--- src/rtl/instr_encoder_loader.sv ---
// instr_encoder_loader: turns field-level instruction requests into RV32I
// words and writes them one by one into instruction memory through a
// valid/ready write port. Used to preload a program before the core runs.
module instr_encoder_loader #(
    parameter int unsigned ADDR_W = 8,
    parameter int unsigned DEPTH  = 256
) (
    input  logic              clk,
    input  logic              rst,
    input  logic              start,
    input  logic              req_valid,
    output logic              req_ready,
    input  logic [2:0]        req_op,
    input  logic [4:0]        req_rd,
    input  logic [4:0]        req_rs1,
    input  logic [4:0]        req_rs2,
    input  logic [31:0]       req_imm,
    output logic              mem_we,
    output logic [ADDR_W-1:0] mem_addr,
    output logic [31:0]       mem_wdata,
    input  logic              mem_ready,
    output logic [ADDR_W:0]   count,
    output logic              busy,
    output logic              done,
    output logic              err_imm,
    output logic              err_full
);

    localparam int unsigned CNT_W  = ADDR_W + 1;
    localparam int unsigned WORD_W = 32;

    localparam logic [2:0] OP_ADD  = 3'd0;
    localparam logic [2:0] OP_SUB  = 3'd1;
    localparam logic [2:0] OP_LW   = 3'd2;
    localparam logic [2:0] OP_SW   = 3'd3;
    localparam logic [2:0] OP_ADDI = 3'd4;
    localparam logic [2:0] OP_LUI  = 3'd5;
    localparam logic [2:0] OP_JAL  = 3'd6;
    localparam logic [2:0] OP_HALT = 3'd7;

    localparam logic [6:0] OPC_REG  = 7'b0110011;
    localparam logic [6:0] OPC_LOAD = 7'b0000011;
    localparam logic [6:0] OPC_STOR = 7'b0100011;
    localparam logic [6:0] OPC_IMM  = 7'b0010011;
    localparam logic [6:0] OPC_LUI  = 7'b0110111;
    localparam logic [6:0] OPC_JAL  = 7'b1101111;

    localparam logic [CNT_W-1:0] DEPTH_CNT = CNT_W'(DEPTH);

    typedef enum logic [1:0] {
        S_IDLE  = 2'd0,
        S_RUN   = 2'd1,
        S_WRITE = 2'd2,
        S_DONE  = 2'd3
    } state_t;

    state_t              state_q, state_d;
    logic [ADDR_W-1:0]   ptr_q, ptr_d;
    logic [CNT_W-1:0]    count_q, count_d;
    logic [WORD_W-1:0]   wdata_q, wdata_d;
    logic                halt_q, halt_d;
    logic                err_imm_q, err_imm_d;
    logic                err_full_q, err_full_d;
    logic                req_ready_q, req_ready_d;
    logic                mem_we_q, mem_we_d;
    logic                busy_q, busy_d;
    logic                done_q, done_d;

    logic [WORD_W-1:0]   enc_word_c;
    logic                imm_ok_c;
    logic                simm12_ok_c;
    logic                jal_ok_c;
    logic [CNT_W-1:0]    count_inc_c;

    // Immediate range qualifiers shared by several ops
    always_comb begin
        simm12_ok_c = (&req_imm[31:11]) || (~|req_imm[31:11]);
        jal_ok_c    = (req_imm[0] == 1'b0) &&
                      ((&req_imm[31:20]) || (~|req_imm[31:20]));
    end

    // Field-to-word encoder and per-op immediate legality
    always_comb begin
        enc_word_c = '0;
        imm_ok_c   = 1'b1;
        unique case (req_op)
            OP_ADD: begin
                enc_word_c = {7'b0000000, req_rs2, req_rs1, 3'b000, req_rd, OPC_REG};
            end
            OP_SUB: begin
                enc_word_c = {7'b0100000, req_rs2, req_rs1, 3'b000, req_rd, OPC_REG};
            end
            OP_LW: begin
                enc_word_c = {req_imm[11:0], req_rs1, 3'b010, req_rd, OPC_LOAD};
                imm_ok_c   = simm12_ok_c;
            end
            OP_SW: begin
                enc_word_c = {req_imm[11:5], req_rs2, req_rs1, 3'b010,
                              req_imm[4:0], OPC_STOR};
                imm_ok_c   = simm12_ok_c;
            end
            OP_ADDI: begin
                enc_word_c = {req_imm[11:0], req_rs1, 3'b000, req_rd, OPC_IMM};
                imm_ok_c   = simm12_ok_c;
            end
            OP_LUI: begin
                enc_word_c = {req_imm[31:12], req_rd, OPC_LUI};
                imm_ok_c   = (req_imm[11:0] == 12'd0);
            end
            OP_JAL: begin
                enc_word_c = {req_imm[20], req_imm[10:1], req_imm[11],
                              req_imm[19:12], req_rd, OPC_JAL};
                imm_ok_c   = jal_ok_c;
            end
            OP_HALT: begin
                enc_word_c = '0;
            end
            default: begin
                enc_word_c = '0;
            end
        endcase
    end

    // Next-state, datapath updates and registered-output values
    always_comb begin
        state_d     = state_q;
        ptr_d       = ptr_q;
        count_d     = count_q;
        wdata_d     = wdata_q;
        halt_d      = halt_q;
        err_imm_d   = err_imm_q;
        err_full_d  = err_full_q;
        count_inc_c = count_q + CNT_W'(1);

        if (start) begin
            // Restart wins over everything, including a pending write
            state_d    = S_RUN;
            ptr_d      = '0;
            count_d    = '0;
            halt_d     = 1'b0;
            err_imm_d  = 1'b0;
            err_full_d = 1'b0;
        end else begin
            unique case (state_q)
                S_IDLE: begin
                    state_d = S_IDLE;
                end
                S_RUN: begin
                    if (req_valid) begin
                        if (imm_ok_c) begin
                            wdata_d = enc_word_c;
                            halt_d  = (req_op == OP_HALT);
                            state_d = S_WRITE;
                        end else begin
                            // Illegal immediate: consume the request, write nothing
                            err_imm_d = 1'b1;
                        end
                    end
                end
                S_WRITE: begin
                    if (mem_ready) begin
                        ptr_d   = ptr_q + ADDR_W'(1);
                        count_d = count_inc_c;
                        if (halt_q) begin
                            state_d = S_DONE;
                        end else if (count_inc_c == DEPTH_CNT) begin
                            state_d    = S_DONE;
                            err_full_d = 1'b1;
                        end else begin
                            state_d = S_RUN;
                        end
                    end
                end
                S_DONE: begin
                    state_d = S_DONE;
                end
                default: begin
                    state_d = S_IDLE;
                end
            endcase
        end

        req_ready_d = (state_d == S_RUN);
        mem_we_d    = (state_d == S_WRITE);
        busy_d      = (state_d == S_RUN) || (state_d == S_WRITE);
        done_d      = (state_d == S_DONE);
    end

    // State and output registers
    always_ff @(posedge clk or posedge rst) begin
        if (rst) begin
            state_q     <= S_IDLE;
            ptr_q       <= '0;
            count_q     <= '0;
            wdata_q     <= '0;
            halt_q      <= 1'b0;
            err_imm_q   <= 1'b0;
            err_full_q  <= 1'b0;
            req_ready_q <= 1'b0;
            mem_we_q    <= 1'b0;
            busy_q      <= 1'b0;
            done_q      <= 1'b0;
        end else begin
            state_q     <= state_d;
            ptr_q       <= ptr_d;
            count_q     <= count_d;
            wdata_q     <= wdata_d;
            halt_q      <= halt_d;
            err_imm_q   <= err_imm_d;
            err_full_q  <= err_full_d;
            req_ready_q <= req_ready_d;
            mem_we_q    <= mem_we_d;
            busy_q      <= busy_d;
            done_q      <= done_d;
        end
    end

    assign req_ready = req_ready_q;
    assign mem_we    = mem_we_q;
    assign mem_addr  = ptr_q;
    assign mem_wdata = wdata_q;
    assign count     = count_q;
    assign busy      = busy_q;
    assign done      = done_q;
    assign err_imm   = err_imm_q;
    assign err_full  = err_full_q;

endmodule

--- config.mk ---
export PLATFORM = sky130hd
export DESIGN_NAME = instr_encoder_loader
export DESIGN_NICKNAME = d
export VERILOG_FILES = /design/src/rtl/instr_encoder_loader.sv
export SDC_FILE = /design/constraint.sdc
export NUM_CORES = 1
export LEC_CHECK = 0
export CORE_MARGIN = 2
export CORE_UTILIZATION = 30
export CTS_CLUSTER_SIZE = 12
export DETAILED_ROUTE_END_ITERATION = 6
export PLACE_DENSITY = 0.58
export SLEW_MARGIN = 20
export SYNTH_ARGS = -nofsm -noshare
export SYNTH_HDL_FRONTEND = slang
export SYNTH_SLANG_ARGS = --single-unit
export TNS_END_PERCENT = 50
--- constraint.sdc ---
create_clock -name clk -period 6.4 [get_ports clk]
set_clock_uncertainty 0.15 [all_clocks]
set_input_delay 1.28 -clock clk [delete_from_list [all_inputs] [get_ports clk]]
set_output_delay 1.28 -clock clk [all_outputs]
set_load 0.02 [all_outputs]
==> summary.txt, run 1 <==
GRT
  • Number of global-route vias before repair: 2778
  • Gr usage total: 15.4%
  • Global-route wire length before repair: 14.0 mm
  • Initial antenna violation count: 0
  • Pin count of the biggest net entering global routing: 57
  • GRT Residual Overflow: 0

Logic synthesis
  • Post-synthesis mux area share: 11.4%
  • Largest area contributor in the netlist: dfrtp_1
  • Simple-gate share of the synthesized area: 17.4%
  • Main combinational cell family by area after synthesis: simple AND/OR/NAND/NOR gates
  • Synth Area in Compound Gates: 15.7%
  • Main area contributors after synthesis: dfrtp_1 45%, mux2_4 8.6%, a22o_1 3.9%
  • Top FF cell, synth: dfrtp_1
  • Sequential area share after synthesis: 44.6%
  • Yosys top cell area share: 44.6%
  • Syn_area_per_cell: 9.82 um2
  • Syn Std Cell Area: 3140 um2
  • XOR/XNOR Fraction of Synth Area: 4.18%
  • Synth unique cells: 45
  • Mapped Cells: 320
  • Post-synth EDFFs: 0
  • YS warnings: 0
  • Commonest cells post-synth: 56 x dfrtp_1, 32 x nand2_1, 24 x nor2_1
  • Top-count cell post-synth: dfrtp_1
  • Synth Net Count: 380
  • Synth Area in Adders: 1.99%
  • Ys async rst share: 100%
  • Yosys reg bits: 56

Run status
  • Status: finished clean

Routing
  • Antenna viol nets, final: 0
  • Post-route DRC: 0
  • DR WL met2: 3.93 mm
  • Met1 WL: 3.92 mm
  • Drt pass-1 iters: 4
  • Vias: 2801
  • Wire per inst: 15.2 um
  • Routed WL: 8.47 mm
  • Highest Signal Layer: met4
  • Vias per cell: 5.03
  • Drt initial violations: 157
  • Metal3 WL: 478 um

Clocking
  • Post-CTS Setup Repair Bufs: 0
  • Clock slew at reported path FFs: 100 ps
  • Inserted Clock Buffers: 5
  • Post-CTS sizing: 0
  • Worst-Skew Late Latency: 310 ps
  • Clk buf depth: 2
  • CTS tree: built
  • Clock root cell: clkbuf_8
  • Clock Sinks: 56
  • H-Tree Depth: 2
  • Hold-fix buffers, CTS: 0

STA
  • Final worst setup slack: 2150 ps
  • Setup TNS: 0 ps
  • Slew headroom: 37.4%
  • Worst Tran Pin Value: 935 ps
  • Hold_ws: 348 ps
  • RSZ-0062 raised after global routing: no
  • Period utilization: 66.3%
  • Max-slew violations: 0
  • # setup viols final: 0
  • Fmax: 236 MHz
  • Final Critical Period: 4250 ps
  • Hold Violations, Final: 0

Worst hold path
  • Min-Delay Startpoint: mem_wdata[14]
  • Worst hold path cell count: 1
  • Hold endpoint: mem_wdata[14]
  • Hold Path Class: reg2reg

Die
  • Num rows: 37
  • Die area: 11300 um2
  • Core area: 10200 um2
  • Chip Height: 106 um
  • Starting Density: 30.7%
  • Die width: 106 um
  • # IOs: 110

Pwr
  • Sequential Power Share: 39.7%
  • Clk network pwr share: 27.4%
  • Combinational power share: 32.9%
  • Peak supply drop: 0.107 mV
  • Switch share: 28.7%
  • PD cells: 253 nW/um2
  • Tot Pwr: 1140 uW
  • P_sw: 326 uW
  • Pint: 810 uW
  • LEAKAGE: 0.00193 uW

Placement
  • Post-DP HPWL: 6.41 mm
  • Port bufs: 109
  • GPL Wtd Cong: 0.857
  • Dpl cell area: 4330 um2
  • Setup WS pre-CTS: 1840 ps

Setup path
  • Reg-to-reg endpoint: busy
  • Crit Path Max Fanout: 30
  • R2R cell count: 9
  • Worst path cell trace: clkdlybuf4s50_1 -> nor2_1 -> a21oi_1 -> o211ai_2 -> nand2_4 -> mux2_1
  • Slowest cell on the critical path: clkdlybuf4s50_1
  • WS Path Type: in2reg
  • Worst reg2reg startpoint: count[0]
  • Worst setup SP type: input port
  • Worst Path Arrival: 4290 ps
  • Crit path required time: 6450 ps
  • Largest stage delay on the critical path: 900 ps
  • Reg2Reg Setup Slack: 3550 ps
  • Crit path capture type: flop

Final layout
  • Antenna Cells: 0
  • Cell area after layout: 4490 um2
  • Layout cells sized above 1: 8.55%
  • Final #Nets: 480
  • Syn-to-layout area delta: 42.8%

Run
  • Max cap viols: 0
kinds of logic (layout without fill, tap and decap cells):
group | count (synthesis) | after routing
AO/OA/AOI/OAI | 75 | 75
buffers and inverters | 33 | 134
AND/OR/NAND/NOR | 110 | 110
flip-flops | 56 | 56
adder cells (fa/ha/maj) | 5 | 5
multiplexers | 26 | 26
XOR/XNOR | 15 | 15
cells in the final DEF (no fill, tap or decap), types with 5 or more instances in the layout:
master	n
nand4_1	10
nor4_1	8
mux2_4	18
a22o_1	14
nor3_1	7
xnor2_1	5
a31oi_1	5
inv_1	14
nand3_1	8
a21oi_1	17
dfrtp_1	56
clkbuf_8	5
xor2_1	10
nand2_1	32
o21ai_0	21
ha_1	5
clkdlybuf4s50_1	109
nor2_1	24
worst max-delay path by stage:
stage / slack, ps / to / from
floorplan: 3010 / busy / req_imm[19]
global placement: 1960 / mem_wdata[26] / req_op[2]
detailed placement: 1840 / mem_wdata[26] / req_op[2]
CTS: 2190 / mem_wdata[26] / req_op[2]
global route: 1820 / mem_wdata[26] / req_op[2]
finish: 2150 / mem_wdata[29] / req_op[2]
worst max-delay path, delay by kind of cell:
family	cells	cell delay (ps)
muxes	1	430
and+or+nand+nor	2	990
buffers and inverters	1	900
AOI/OAI and AO/OA	2	690
flip-flops by register name, summed over array words and instances (netlist names):
| register | cells |
|---|---|
| halt_q | 1 |
| count | 9 |
| mem_we | 1 |
| busy | 1 |
| mem_addr | 8 |
| mem_wdata | 30 |
| err_imm | 1 |
| err_full | 1 |
| state_q | 2 |
| req_ready | 1 |
| done | 1 |
power by group through the flow:
stage                     Clock [uW]  Sequential [uW]  Combinational [uW]
after CTS                        323              453                 377
after global routing             334              459                 397
after detailed placement           0              458                 377
after global placement             0              460                 373
after floorplan                    0              518                 126
final                            311              451                 374
per-stage QoR:
step | utilization [%] | instances
floorplan | - | 320
CTS | 43.8 | 557
detailed placement | 42.3 | 549
finish | 43.8 | 557
global route | 43.8 | 557
global placement | 42.3 | 549
routing by layer:
metal / up-vias / GRT usage, %
met3: 14 / 3.07
li1: 1343 / -
met5: - / 0
met1: 1338 / 20.7
met4: 0 / 4.61
met2: 106 / 25.0
layout make-up:
cell class	instances	area, um2
clock inverters	3	90.1
clock buffers	5	68.8
multi-input cells	231	1590
well taps	136	170
inverters	15	56.3
repair buffers	111	1110
flip-flops and latches	56	1400
fillers	981	5750
(Power assumes the default switching activity.)
==> run 2: changes to the inputs <==
PLACE_DENSITY = 0.6   (was 0.58)
clock period = 3.75 ns   (was 6.4 ns; I/O delays follow)
==> summary.txt, run 2 (same netlist as run 1, synthesis figures left out) <==
Die
  • Core area: 10200 um2 (unchanged)
  • Num rows: 37 (unchanged)
  • Starting Density: 30.7% (unchanged)
  • Die area: 11300 um2 (unchanged)
  • # IOs: 110 (unchanged)
  • Chip Height: 106 um (unchanged)
  • Die width: 106 um (unchanged)

Setup path
  • Crit path required time: 3800 ps (was 6450 ps)
  • Worst setup SP type: input port (unchanged)
  • WS Path Type: in2reg (unchanged)
  • Crit Path Max Fanout: 26 (was 30)
  • Crit path capture type: flop (unchanged)
  • Worst Path Arrival: 3220 ps (was 4290 ps)

Clocking
  • Post-CTS sizing: 0 (unchanged)
  • Clk buf depth: 2 (unchanged)
  • CTS tree: built (unchanged)
  • Clock Sinks: 56 (unchanged)
  • Clock slew at reported path FFs: 100 ps (about the same)
  • Post-CTS Setup Repair Bufs: 0 (unchanged)
  • Worst-Skew Late Latency: 320 ps (was 310 ps)
  • Clock root cell: clkbuf_8 (unchanged)
  • Hold-fix buffers, CTS: 0 (unchanged)
  • H-Tree Depth: 2 (unchanged)
  • Inserted Clock Buffers: 5 (unchanged)

Pwr
  • Clk network pwr share: 20.1% (was 27.4%)
  • Peak supply drop: 0.176 mV (was 0.107 mV)
  • LEAKAGE: 0.00194 uW (was 0.00193 uW)
  • Sequential Power Share: 43.3% (was 39.7%)
  • Pint: 1190 uW (was 810 uW)
  • P_sw: 579 uW (was 326 uW)
  • PD cells: 395 nW/um2 (was 253 nW/um2)
  • Combinational power share: 36.7% (was 32.9%)
  • Switch share: 32.7% (was 28.7%)

STA
  • Period utilization: 84.6%
  • Worst Tran Pin Value: 649 ps (was 935 ps)
  • Setup TNS: 0 ps (unchanged)
  • Final Critical Period: 3170 ps
  • Hold Violations, Final: 0 (unchanged)
  • Final worst setup slack: 577 ps (was 2150 ps)
  • Max-slew violations: 0 (unchanged)
  • RSZ-0062 raised after global routing: no (unchanged)
  • Slew headroom: 56.3% (was 37.4%)
  • Fmax: 315 MHz
  • # setup viols final: 0 (unchanged)

Routing
  • Antenna viol nets, final: 0 (unchanged)
  • Wire per inst: 15.5 um (was 15.2 um)
  • Drt pass-1 iters: 4 (unchanged)
  • Drt initial violations: 101 (was 157)
  • Routed WL: 8.77 mm (was 8.47 mm)
  • Post-route DRC: 0 (unchanged)
  • Vias: 2806 (was 2801)
  • Vias per cell: 4.96 (was 5.03)

Final layout
  • Most frequent cells in the layout: 109 x clkdlybuf4s50_1, 56 x dfrtp_1, 32 x nand2_1, 24 x nor2_1, 21 x o21ai_0 (unchanged)
  • Syn-to-layout area delta: 42.9% (was 42.8%)
  • Cell area after layout: 4490 um2 (about the same)
  • Post-route insts no fill: 566 (was 557)
  • Antenna Cells: 0 (unchanged)
  • Core Util, Final: 43.9% (was 43.8%)
  • Commonest non-fill, non-tap cell in the layout: clkdlybuf4s50_1 (unchanged)
  • Max FFs per register: 30 (unchanged)
  • Filler cells: 995 (was 981)
  • Final #Nets: 489 (was 480)
  • Layout cells sized above 1: 10.5% (was 8.55%)

Placement
  • Setup WS pre-CTS: 236 ps (was 1840 ps)
  • GPL Wtd Cong: 0.880 (was 0.857)
  • Post-DP HPWL: 6.76 mm (was 6.41 mm)
  • Port bufs: 109 (unchanged)
  • Inst Count DP: 558 (was 549)
  • Dpl cell area: 4390 um2 (was 4330 um2)

GRT
  • GRT Residual Overflow: 0 (unchanged)
  • Gr usage total: 15.8% (was 15.4%)
  • Met1 GRT Util: 21.5% (was 20.7%)
  • Pin count of the biggest net entering global routing: 38 (was 57)
  • Number of global-route vias before repair: 2774 (was 2778)
  • Global-route wire length before repair: 14.3 mm (was 14.0 mm)
  • Most Crowded Layer GR: met2 (unchanged)
  • Met2 Use GR: 25.2% (was 25.0%)
  • Initial antenna violation count: 0 (unchanged)
  • Met3 usage: 3.92% (was 3.07%)

Worst hold path
  • Hold Path Class: reg2reg (unchanged)

Run
  • Max cap viols: 0 (unchanged)

Run status
  • Status: finished clean (unchanged)
## run 2: cell types whose count changed in the layout (fill, tap and decap cells not counted), sizes merged
cell      before  now
buf            2   11
inv           15   17
bufinv         3    0
clkinvlp       0    1
## run 2: layer usage
layer | vias to the layer above | part of all wire, %
met5 | - | 0
li1 | 1366 | -
met3 | 9 | 6.7
met4 | 0 | 1.2
met2 | 102 | 46
met1 | 1329 | 46
## run 2: area by class of cell
cell class              instances  area [um2]  area share (%)
clock buffers                   5        68.8            1.53
flip-flops and latches         56        1400            31.2
clock inverters                 3        25.0           0.558
inverters                      15        56.3            1.25
repair buffers                120        1170            26.2
multi-input cells             231        1590            35.5
well taps                     136         170            3.79
## run 2: critical path, stage by stage
cell and delay [ps]:
clkdlybuf4s50_1 460, or4_1 530, nor4_1 270, a22oi_1 150
o211ai_2 300, nand2_4 330, mux2_1 430
## run 2: worst paths after layout
path	depth (start not counted)	start	slack, ps	end
min in group asynchronous	2	rst	580	count[2]
min reg2reg	1	mem_wdata[12]	350	mem_wdata[12]
max in group asynchronous	3	rst	2010	mem_wdata[5]
max	7	req_imm[19]	580	mem_wdata[29]
max reg2reg	9	count[0]	960	busy
min	1	mem_wdata[12]	350	mem_wdata[12]
## run 2: metrics by stage
| step | hold slack, ps | total power [uW] |
|---|---|---|
| 6_report | 349 | 1770 |
| 5_1_grt | 371 | 1860 |
| 4_1_cts | 354 | 1790 |
| 3_5_place_dp | 330 | 1430 |
| 3_3_place_gp | 325 | 1430 |
| 2_1_floorplan | 406 | 1100 |
## run 2: power by group through the flow
stage / Clock, uW / Sequential, uW / Combinational (uW)
after global placement: 0 / 780 / 647
after global routing: 395 / 779 / 689
after CTS: 369 / 768 / 656
after floorplan: 0 / 884 / 215
final: 355 / 766 / 649
after detailed placement: 0 / 777 / 655
==> run 3: changes to the inputs <==
PLACE_DENSITY = 0.58   (was 0.6)
clock period = 3 ns   (was 3.75 ns; I/O delays follow)
==> summary.txt, run 3 (same netlist as run 1, synthesis figures left out) <==
Run status
  • Status: finished clean (unchanged)

GRT
  • Gr usage total: 16.0% (was 15.8%)
  • Number of global-route vias before repair: 2812 (was 2774)
  • Pin count of the biggest net entering global routing: 32 (was 38)
  • Global-route wire length before repair: 14.3 mm (about the same)
  • GRT Residual Overflow: 0 (unchanged)
  • Initial antenna violation count: 0 (unchanged)

Worst hold path
  • Min-Delay Startpoint: mem_wdata[12] (unchanged)
  • Hold Path Class: reg2reg (unchanged)

Setup path
  • Crit path required time: 3110 ps (was 3800 ps)
  • Setup crit end: busy (was mem_wdata[29])
  • Reg2Reg Setup Slack: 260 ps (was 960 ps)
  • Worst Path Arrival: 2920 ps (was 3220 ps)
  • Crit path capture type: flop (unchanged)
  • Crit path from: req_imm[11] (was req_imm[19])
  • Largest stage delay on the critical path: 550 ps (was 530 ps)
  • Worst setup SP type: input port (unchanged)
  • Worst path cell trace: clkdlybuf4s50_1 -> or4_1 -> nor4_2 -> a22oi_1 -> o211ai_2 -> buf_4 -> nand2_1 -> o21ai_0 -> ha_1 -> inv_1 (was clkdlybuf4s50_1 -> or4_1 -> nor4_1 -> a22oi_1 -> o211ai_2 -> nand2_4 -> mux2_1)
  • WS Path Type: in2reg (unchanged)
  • Worst reg2reg startpoint: count[0] (unchanged)
  • Reg-to-reg endpoint: busy (unchanged)
  • R2R cell count: 9 (unchanged)
  • Slowest cell on the critical path: or4_1 (unchanged)
  • Crit Path Max Fanout: 3 (was 26)

Placement
  • Setup WS pre-CTS: -312 ps (was 236 ps)
  • Inst Count DP: 573 (was 558)
  • Port bufs: 109 (unchanged)
  • GPL Wtd Cong: 0.867 (was 0.880)
  • Dpl cell area: 4530 um2 (was 4390 um2)
  • Post-DP HPWL: 6.97 mm (was 6.76 mm)

Routing
  • Drt initial violations: 81 (was 101)
  • Post-route DRC: 0 (unchanged)
  • Vias: 2861 (was 2806)
  • Vias per cell: 4.92 (was 4.96)
  • Wire per inst: 15.2 um (was 15.5 um)
  • Antenna viol nets, final: 0 (unchanged)
  • Drt pass-1 iters: 4 (unchanged)
  • Routed WL: 8.81 mm (was 8.77 mm)

Final layout
  • Cell area after layout: 4660 um2 (was 4490 um2)
  • Filler cells: 995 (unchanged)
  • Antenna Cells: 0 (unchanged)
  • Final #Nets: 504 (was 489)
  • Max FFs per register: 30 (unchanged)
  • Most frequent cells in the layout: 109 x clkdlybuf4s50_1, 56 x dfrtp_1, 32 x nand2_1, 24 x nor2_1, 24 x buf_4 (was 109 x clkdlybuf4s50_1, 56 x dfrtp_1, 32 x nand2_1, 24 x nor2_1, 21 x o21ai_0)
  • Multi-input gate area: 1610 um2 (was 1590 um2)
  • Storage cell area: 1400 um2 (unchanged)
  • Syn-to-layout area delta: 48.3% (was 42.9%)
  • Post-route insts no fill: 581 (was 566)
  • Commonest non-fill, non-tap cell in the layout: clkdlybuf4s50_1 (unchanged)
  • Layout cells sized above 1: 13.9% (was 10.5%)

Clocking
  • Hold-fix buffers, CTS: 0 (unchanged)
  • Worst-Skew Late Latency: 310 ps (was 320 ps)
  • CTS tree: built (unchanged)
  • Clock Sinks: 56 (unchanged)
  • Clock slew at reported path FFs: 100 ps (about the same)
  • Clock root cell: clkbuf_8 (unchanged)
  • Inserted Clock Buffers: 5 (unchanged)
  • Clk buf depth: 2 (unchanged)
  • H-Tree Depth: 2 (unchanged)

Run
  • Max cap viols: 0 (unchanged)

Die
  • Die area: 11300 um2 (unchanged)
  • Chip Height: 106 um (unchanged)
  • Starting Density: 30.7% (unchanged)
  • Core area: 10200 um2 (unchanged)
  • Die width: 106 um (unchanged)
  • # IOs: 110 (unchanged)
  • Num rows: 37 (unchanged)

STA
  • RSZ-0062 raised after global routing: no (unchanged)
  • Hold Violations, Final: 0 (unchanged)
  • Period utilization: 93.6%
  • Max-slew violations: 0 (unchanged)
  • Worst Tran Pin Value: 616 ps (was 649 ps)
  • Final worst setup slack: 193 ps (was 577 ps)
  • Hold_ws: 354 ps (was 349 ps)
  • Setup TNS: 0 ps (unchanged)
  • Fmax: 356 MHz
  • # setup viols final: 0 (unchanged)
  • Slew headroom: 58.9% (was 56.3%)
  • Final Critical Period: 2810 ps

Pwr
  • LEAKAGE: 0.00203 uW (was 0.00194 uW)
  • PD cells: 494 nW/um2 (was 395 nW/um2)
  • Peak supply drop: 0.199 mV (was 0.176 mV)
run 3: layout make-up:
type | instances | share of cell area, %
inverters | 15 | 1.21
multi-input cells | 231 | 34.5
flip-flops and latches | 56 | 30.1
clock inverters | 3 | 0.994
clock buffers | 5 | 1.48
repair buffers | 135 | 28.1
well taps | 136 | 3.65
run 3: timing repair:
item,4_1_cts,5_1_grt
setup buffers,0,0
resized for setup,0,2
endpoints found under the hold margin,0,0
endpoints found under the setup margin,0,6
run 3: per-stage QoR:
step	util, %	total power (uW)
2_1_floorplan	-	1370
3_3_place_gp	44.3	1810
3_5_place_dp	44.3	1810
4_1_cts	45.4	2330
5_1_grt	45.5	2430
6_report	45.5	2300
run 3: power by group:
part           leakage, uW  total (uW)  switching, uW  internal, uW
Combinational      0.00126         830            374           456
Clock            0.0000548         511            259           252
Sequential        0.000721         963           85.6           877
Total              0.00203        2300            718          1590
run 3: how the worst min path moves through the flow:
| stage | slack, ps | to | cells past startpoint |
|---|---|---|---|
| after floorplan | 410 | halt_q | 2 |
| after global placement | 320 | mem_wdata[12] | 1 |
| after detailed placement | 330 | mem_wdata[12] | 1 |
| after CTS | 350 | mem_wdata[12] | 1 |
| after global routing | 370 | mem_wdata[12] | 1 |
| final | 350 | mem_wdata[12] | 1 |
run 3: worst max-delay path, delay by kind of cell:
kind	cells	cell delay, ps
AND/OR/NAND/NOR	3	800
buffers and inverters	3	680
AO/OA/AOI/OAI	3	530
adder cells (fa/ha/maj)	1	300
run 3: per-layer routing:
metal  GRT usage [%]  part of all wire (%)  vias up
li1                -                     -     1403
met2            26.4                    47       97
met3            2.94                   5.6        2
met4            2.54                  0.15        0
met1            22.1                    47     1359
met5               0                     0        -
